File: config.mk
export PLATFORM = sky130hd
export DESIGN_NAME = x_corr_feeder
export DESIGN_NICKNAME = d
export VERILOG_FILES = /design/src/rtl/x_corr_feeder.sv
export SDC_FILE = /design/constraint.sdc
export NUM_CORES = 1
export LEC_CHECK = 0
export ABC_CLOCK_PERIOD_IN_PS = 5050
export CAP_MARGIN = 20
export CORE_ASPECT_RATIO = 0.5
export CORE_MARGIN = 2
export CORE_UTILIZATION = 35
export CTS_CLUSTER_DIAMETER = 30
export CTS_CLUSTER_SIZE = 28
export DETAILED_ROUTE_END_ITERATION = 16
export DONT_BUFFER_PORTS = 1
export PLACE_DENSITY = 0.54
export SLEW_MARGIN = 20
export SYNTH_ARGS = -nofsm -noshare
export SYNTH_HDL_FRONTEND = slang
export SYNTH_SLANG_ARGS = --single-unit
File: constraint.sdc
create_clock -name clk -period 5.05 [get_ports clk]
set_input_delay 0.2525 -clock clk [delete_from_list [all_inputs] [get_ports clk]]
set_output_delay 0.2525 -clock clk [all_outputs]
set_load 0.05 [all_outputs]
File: src/rtl/x_corr_feeder.sv
// Captures x/y sample blocks and replays them as circular-lag vectors for x_corr.
// Define XCORR_FEEDER_CONJ_EN to emit the conjugate of y (saturating yq negation).
module x_corr_feeder #(
    parameter int xi_bits             = 12,
    parameter int xq_bits             = 12,
    parameter int yi_bits             = 12,
    parameter int yq_bits             = 12,
    parameter int length              = 5,
    parameter int length_counter_bits = 3
) (
    input  logic                                  clk,
    input  logic                                  reset,
    input  logic signed [xi_bits-1:0]             xi_in,
    input  logic signed [xq_bits-1:0]             xq_in,
    input  logic signed [yi_bits-1:0]             yi_in,
    input  logic signed [yq_bits-1:0]             yq_in,
    input  logic                                  m_axis_tvalid,
    output logic                                  s_axis_tready,
    output logic signed [xi_bits-1:0]             xi,
    output logic signed [xq_bits-1:0]             xq,
    output logic signed [yi_bits-1:0]             yi,
    output logic signed [yq_bits-1:0]             yq,
    output logic                                  s_axis_tvalid,
    input  logic                                  m_axis_tready,
    output logic                                  tlast,
    output logic [length_counter_bits-1:0]        lag
);

    localparam int CB = length_counter_bits;
    localparam logic [CB-1:0] LAST  = CB'(length - 1);
    localparam logic [CB-1:0] ONE   = CB'(1);
    localparam logic [CB:0]   LEN_W = (CB + 1)'(length);

    typedef enum logic {LOAD, STREAM} state_t;

    state_t state, state_d;

    logic [CB-1:0] wr_idx, wr_idx_d;
    logic [CB-1:0] n, n_d, lag_d;
    logic          tready_d, tvalid_d, tlast_d;
    logic          load_hs, out_hs, load_out;
    logic [CB-1:0] rd_n, rd_lag, y_idx;
    logic [CB:0]   y_sum;

    logic signed [xi_bits-1:0] x_mem_i [length];
    logic signed [xq_bits-1:0] x_mem_q [length];
    logic signed [yi_bits-1:0] y_mem_i [length];
    logic signed [yq_bits-1:0] y_mem_q [length];

    logic signed [yq_bits-1:0] yq_raw, yq_sel;

    assign load_hs = (state == LOAD) && m_axis_tvalid && s_axis_tready;
    assign out_hs  = (state == STREAM) && s_axis_tvalid && m_axis_tready;

    always_comb begin
        state_d  = state;
        wr_idx_d = wr_idx;
        n_d      = n;
        lag_d    = lag;
        tready_d = s_axis_tready;
        tvalid_d = s_axis_tvalid;
        tlast_d  = tlast;
        load_out = 1'b0;
        rd_n     = '0;
        rd_lag   = '0;
        unique case (state)
            LOAD: begin
                tready_d = 1'b1;
                if (load_hs) begin
                    if (wr_idx == LAST) begin
                        wr_idx_d = '0;
                        tready_d = 1'b0;
                        state_d  = STREAM;
                        tvalid_d = 1'b1;
                        n_d      = '0;
                        lag_d    = '0;
                        load_out = 1'b1;
                    end else begin
                        wr_idx_d = wr_idx + ONE;
                    end
                end
            end
            STREAM: begin
                if (out_hs) begin
                    if (n != LAST) begin
                        n_d      = n + ONE;
                        load_out = 1'b1;
                        rd_n     = n + ONE;
                        rd_lag   = lag;
                    end else if (lag != LAST) begin
                        n_d      = '0;
                        lag_d    = lag + ONE;
                        load_out = 1'b1;
                        rd_lag   = lag + ONE;
                    end else begin
                        n_d      = '0;
                        lag_d    = '0;
                        tvalid_d = 1'b0;
                        state_d  = LOAD;
                        tready_d = 1'b1;
                    end
                end
            end
        endcase
        if (load_out) tlast_d = (rd_n == LAST);
        else if (!tvalid_d) tlast_d = 1'b0;
    end

    // Circular y index without a divider: sum never reaches 2*length.
    always_comb begin
        y_sum = {1'b0, rd_n} + {1'b0, rd_lag};
        y_idx = (y_sum >= LEN_W) ? CB'(y_sum - LEN_W) : CB'(y_sum);
    end

    assign yq_raw = y_mem_q[y_idx];

`ifdef XCORR_FEEDER_CONJ_EN
    localparam logic signed [yq_bits-1:0] YQ_MIN = {1'b1, {(yq_bits-1){1'b0}}};
    localparam logic signed [yq_bits-1:0] YQ_MAX = {1'b0, {(yq_bits-1){1'b1}}};
    assign yq_sel = (yq_raw == YQ_MIN) ? YQ_MAX : -yq_raw;
`else
    assign yq_sel = yq_raw;
`endif

    always_ff @(posedge clk) begin
        if (load_hs && !reset) begin
            x_mem_i[wr_idx] <= xi_in;
            x_mem_q[wr_idx] <= xq_in;
            y_mem_i[wr_idx] <= yi_in;
            y_mem_q[wr_idx] <= yq_in;
        end
    end

    always_ff @(posedge clk) begin
        if (reset) begin
            state         <= LOAD;
            wr_idx        <= '0;
            n             <= '0;
            lag           <= '0;
            s_axis_tready <= 1'b0;
            s_axis_tvalid <= 1'b0;
            tlast         <= 1'b0;
        end else begin
            state         <= state_d;
            wr_idx        <= wr_idx_d;
            n             <= n_d;
            lag           <= lag_d;
            s_axis_tready <= tready_d;
            s_axis_tvalid <= tvalid_d;
            tlast         <= tlast_d;
        end
    end

    always_ff @(posedge clk) begin
        if (reset) begin
            xi <= '0;
            xq <= '0;
            yi <= '0;
            yq <= '0;
        end else if (load_out) begin
            xi <= x_mem_i[rd_n];
            xq <= x_mem_q[rd_n];
            yi <= y_mem_i[y_idx];
            yq <= yq_sel;
        end
    end

endmodule

==> out/qor.yml <==
outcome:
  status: "complete, no violations"
yosys:
  synth_warnings: 0
  synthCells: 811
  synth_fp_nets: 875
  synth_cell_types: 48
  synthArstFlopShare_pct: 0
  synth-edff-count: 240
  synth_top_cell_by_area: "edfxtp_1"
  avgSynthCellArea_sq_um: 15.9
  netlist.area_leader.share_pct: 55.9
  ys_seq_elements: 301
  synth_flop_cell: "edfxtp_1"
  netlist_area_sq_um: 12900
  synthTopCellsByArea: "edfxtp_1 56%, dfxtp_1 9.5%, mux4_2 8.4%"
  yosysSeqAreaShare_pct: 65.4
cts:
  clk_latency_ns: 0.55
  cts_tree: "done"
  postCtsSetupBuffers: 0
  cts.sinks: 301
  cts_made_buffers: 49
  root_buffer: "clkbuf_16"
  clk_pin_slew_ns: 0.05
  clk_path_buf_depth: 3
  h-tree-depth: 2
timing:
  maxSlewHeadroom_pct: 38.0
  rsz0062_at_grt: "no"
  timing_hold_violations_final: 0
  finalSetupViolations: 0
  min_period_ns: 4.10
  worst_pin_slew_ns: 0.930
  fin_skew_ns: 0.0295
  worst_slack_ns: 0.955
  maxSlewViolCount: 0
  timing.final.crit_share_pct: 81.1
  clock.fmax_ghz: 0.244
  tns_ns: 0
power_and_ir_drop:
  swShare_pct: 19.9
  clkPwrFrac_pct: 54.9
  power_frac_seq_pct: 43.3
  p_int_mw: 5.02
  p_leak_nw: 5.21
  p_sw_mw: 1.24
  combPwrFrac_pct: 1.8
  ir_drop_mv: 0.205
  power_density_nw_per_um2: 401
setup_path:
  reg2reg_depth: 12
  cp_slowest_cell: "dfxtp_1"
  cp.required_ns: 5.45
  critical_path_class: "reg2reg"
  path_max_fanout: 13
  reg2reg_to: "yi[10]$_SDFFE_PP0P_"
  crit_chain: "and3_2, and3_1, ha_4, inv_1, fa_1, buf_4, ha_1, nor2b_1, o221a_2, buf_4, mux2i_1, o211ai_2"
  cp-end-kind: "flop"
  r2r_start: "s_axis_tvalid$_SDFF_PP0_"
  path_common_cell: "buf_4"
  cp.arrival_ns: 4.50
  cp-start-kind: "flop"
  reg2reg_slack_ns: 0.95
  cp_slowest_stage_delay_ns: 0.72
die:
  start_util_pct: 35.7
  die_area_sq_um: 38500
  num_io_pins: 106
  rows: 49
  die_w_microns: 275
  dieHeight_microns: 140
  coreArea_sq_um: 36100
global_route:
  grt_usage_pct: 16.5
  antenna_found_initial: 1
  use_met3_pct: 3.28
  grt-busiest-layer: "met2"
  overflow: 0
  met1_usage_pct: 20.6
  grt_max_degree: 53
  grtUsageMet2_pct: 28.4
  grt_first_pass_wirelength_microns: 48700
  grt_pass1_vias: 8123
finish:
  syn2layout_area_growth_pct: 21.2
  drive_gt1_share_pct: 26.6
  layout_commonest_cell: "edfxtp_1"
  final_cell_mix: "240 x edfxtp_1, 60 x dfxtp_1, 51 x clkbuf_16"
  final_core_util_pct: 43.3
  final_nets: 930
placement:
  io_buffers: 0
  pre_cts_slack_ns: 0.921
  gp_congestion: 0.739
  dp_hpwl_microns: 16500
detailed_routing:
  routed-via-count: 7708
  drt_first_pass_iters: 6
  initialDrtViolationCount: 444
  drt_wl_total_microns: 31500
  drtAntennaViolNets: 0
  drc: 0
  wl_per_cell_microns: 22.6
  via_per_inst: 5.54
min_path:
  hp-class: "in2reg"
  hp-start: "m_axis_tvalid"
  whs_path_depth: 3
  hold_path_end: "wr_idx[1]$_SDFFE_PP0P_"
run:
  max-cap-violations: 0
cell type report:
class,count,area (sq um)
Antenna cell,1,2.50
Clock buffer,65,1410
Clock inverter,27,325
Fill cell,3151,20500
Inverter,16,60.1
Multi-Input combinational cell,421,4090
Sequential cell,301,8430
Tap cell,484,606
Timing Repair Buffer,77,703
worst max-delay path by stage:
stage                     cells after the start                 endpoint  slack (ns)                       start
after global routing                         12      yi[10]$_SDFFE_PP0P_        0.74    s_axis_tvalid$_SDFF_PP0_
after CTS                                    12       yq[9]$_SDFFE_PP0P_        0.92    s_axis_tvalid$_SDFF_PP0_
after floorplan                               2  x_mem_i[4][0]$_DFFE_PP_        0.33  s_axis_tready$_SDFFE_PP0P_
final                                        12      yi[10]$_SDFFE_PP0P_        0.95    s_axis_tvalid$_SDFF_PP0_
after global placement                       12      yi[10]$_SDFFE_PP0P_        1.03    s_axis_tvalid$_SDFF_PP0_
after detailed placement                     12      yq[10]$_SDFFE_PP0P_        0.92    s_axis_tvalid$_SDFF_PP0_
registers in the layout, indices dropped and copies added, names as in the netlist:
signal,flops
x_mem_i,60
x_mem_q,60
y_mem_i,60
y_mem_q,60
xi,12
xq,12
yi,12
yq,12
lag,3
n,3
wr_idx,3
s_axis_tready,1
s_axis_tvalid,1
state,1
tlast,1
cells by family after synthesis:
family                     share of synthesized area [%]
AOI/OAI and AO/OA                                   10.8
xor gates and xnor gates                           0.204
adders and majority gates                           1.22
buffers and inverters                               3.38
DFF                                                 65.4
muxes                                               12.5
and+or+nand+nor                                     6.50
power groups by stage:
stage / clock [mW] / combinational, mW / sequential [mW]
2_1_floorplan: 0 / 0.0422 / 2.76
3_3_place_gp: 0 / 0.0589 / 2.76
3_5_place_dp: 0 / 0.0597 / 2.76
4_1_cts: 3.49 / 0.115 / 2.71
5_1_grt: 3.60 / 0.124 / 2.71
6_report: 3.43 / 0.114 / 2.71
Yosys cell counts (14+ instances only):
library cell  instances
clkbuf_1             37
inv_1                14
mux4_2               48
a21oi_2              20
buf_2                24
mux2_2               24
a21oi_1              14
nor3b_1              25
mux2i_1              25
and3_1               29
nand2_1              33
o2111ai_1            24
nand4_1              24
o211ai_2             20
o221ai_1             24
o21ai_0              27
edfxtp_1            240
a32oi_1              24
dfxtp_1              61
timing repair:
item / CTS / global route
endpoints found under the setup margin: 0 / 0
gates resized for setup: 0 / 0
hold buffers: 50 / 0
endpoints found under the hold margin: 252 / 0
worst max-delay path: cells and delay by family, from the launching register on:
family | cells | cell delay [ns]
simple gates | 3 | 0.86
fa+ha+maj | 3 | 0.84
flops | 1 | 0.72
buf+inv | 3 | 0.66
compound gates | 2 | 0.61
mux | 1 | 0.26
stage by stage:
stage	hold slack [ns]	cells	power, mW	cell area [sq um]
after CTS	0.0538	1391	6.32	15600
after global placement	0.323	1249	2.82	13400
after global routing	0.0814	1392	6.44	15600
after floorplan	0.330	811	2.80	12900
after detailed placement	0.326	1249	2.82	13400
final	0.0726	1392	6.26	15600
layer usage:
layer  part of all wire (%)  up-vias
met3                    5.0       58
met5                      0        -
met4                    2.5        0
met1                     42     4013
li1                       -     3438
met2                     51      199
No activity file was read; power rests on OpenSTA's default activity.
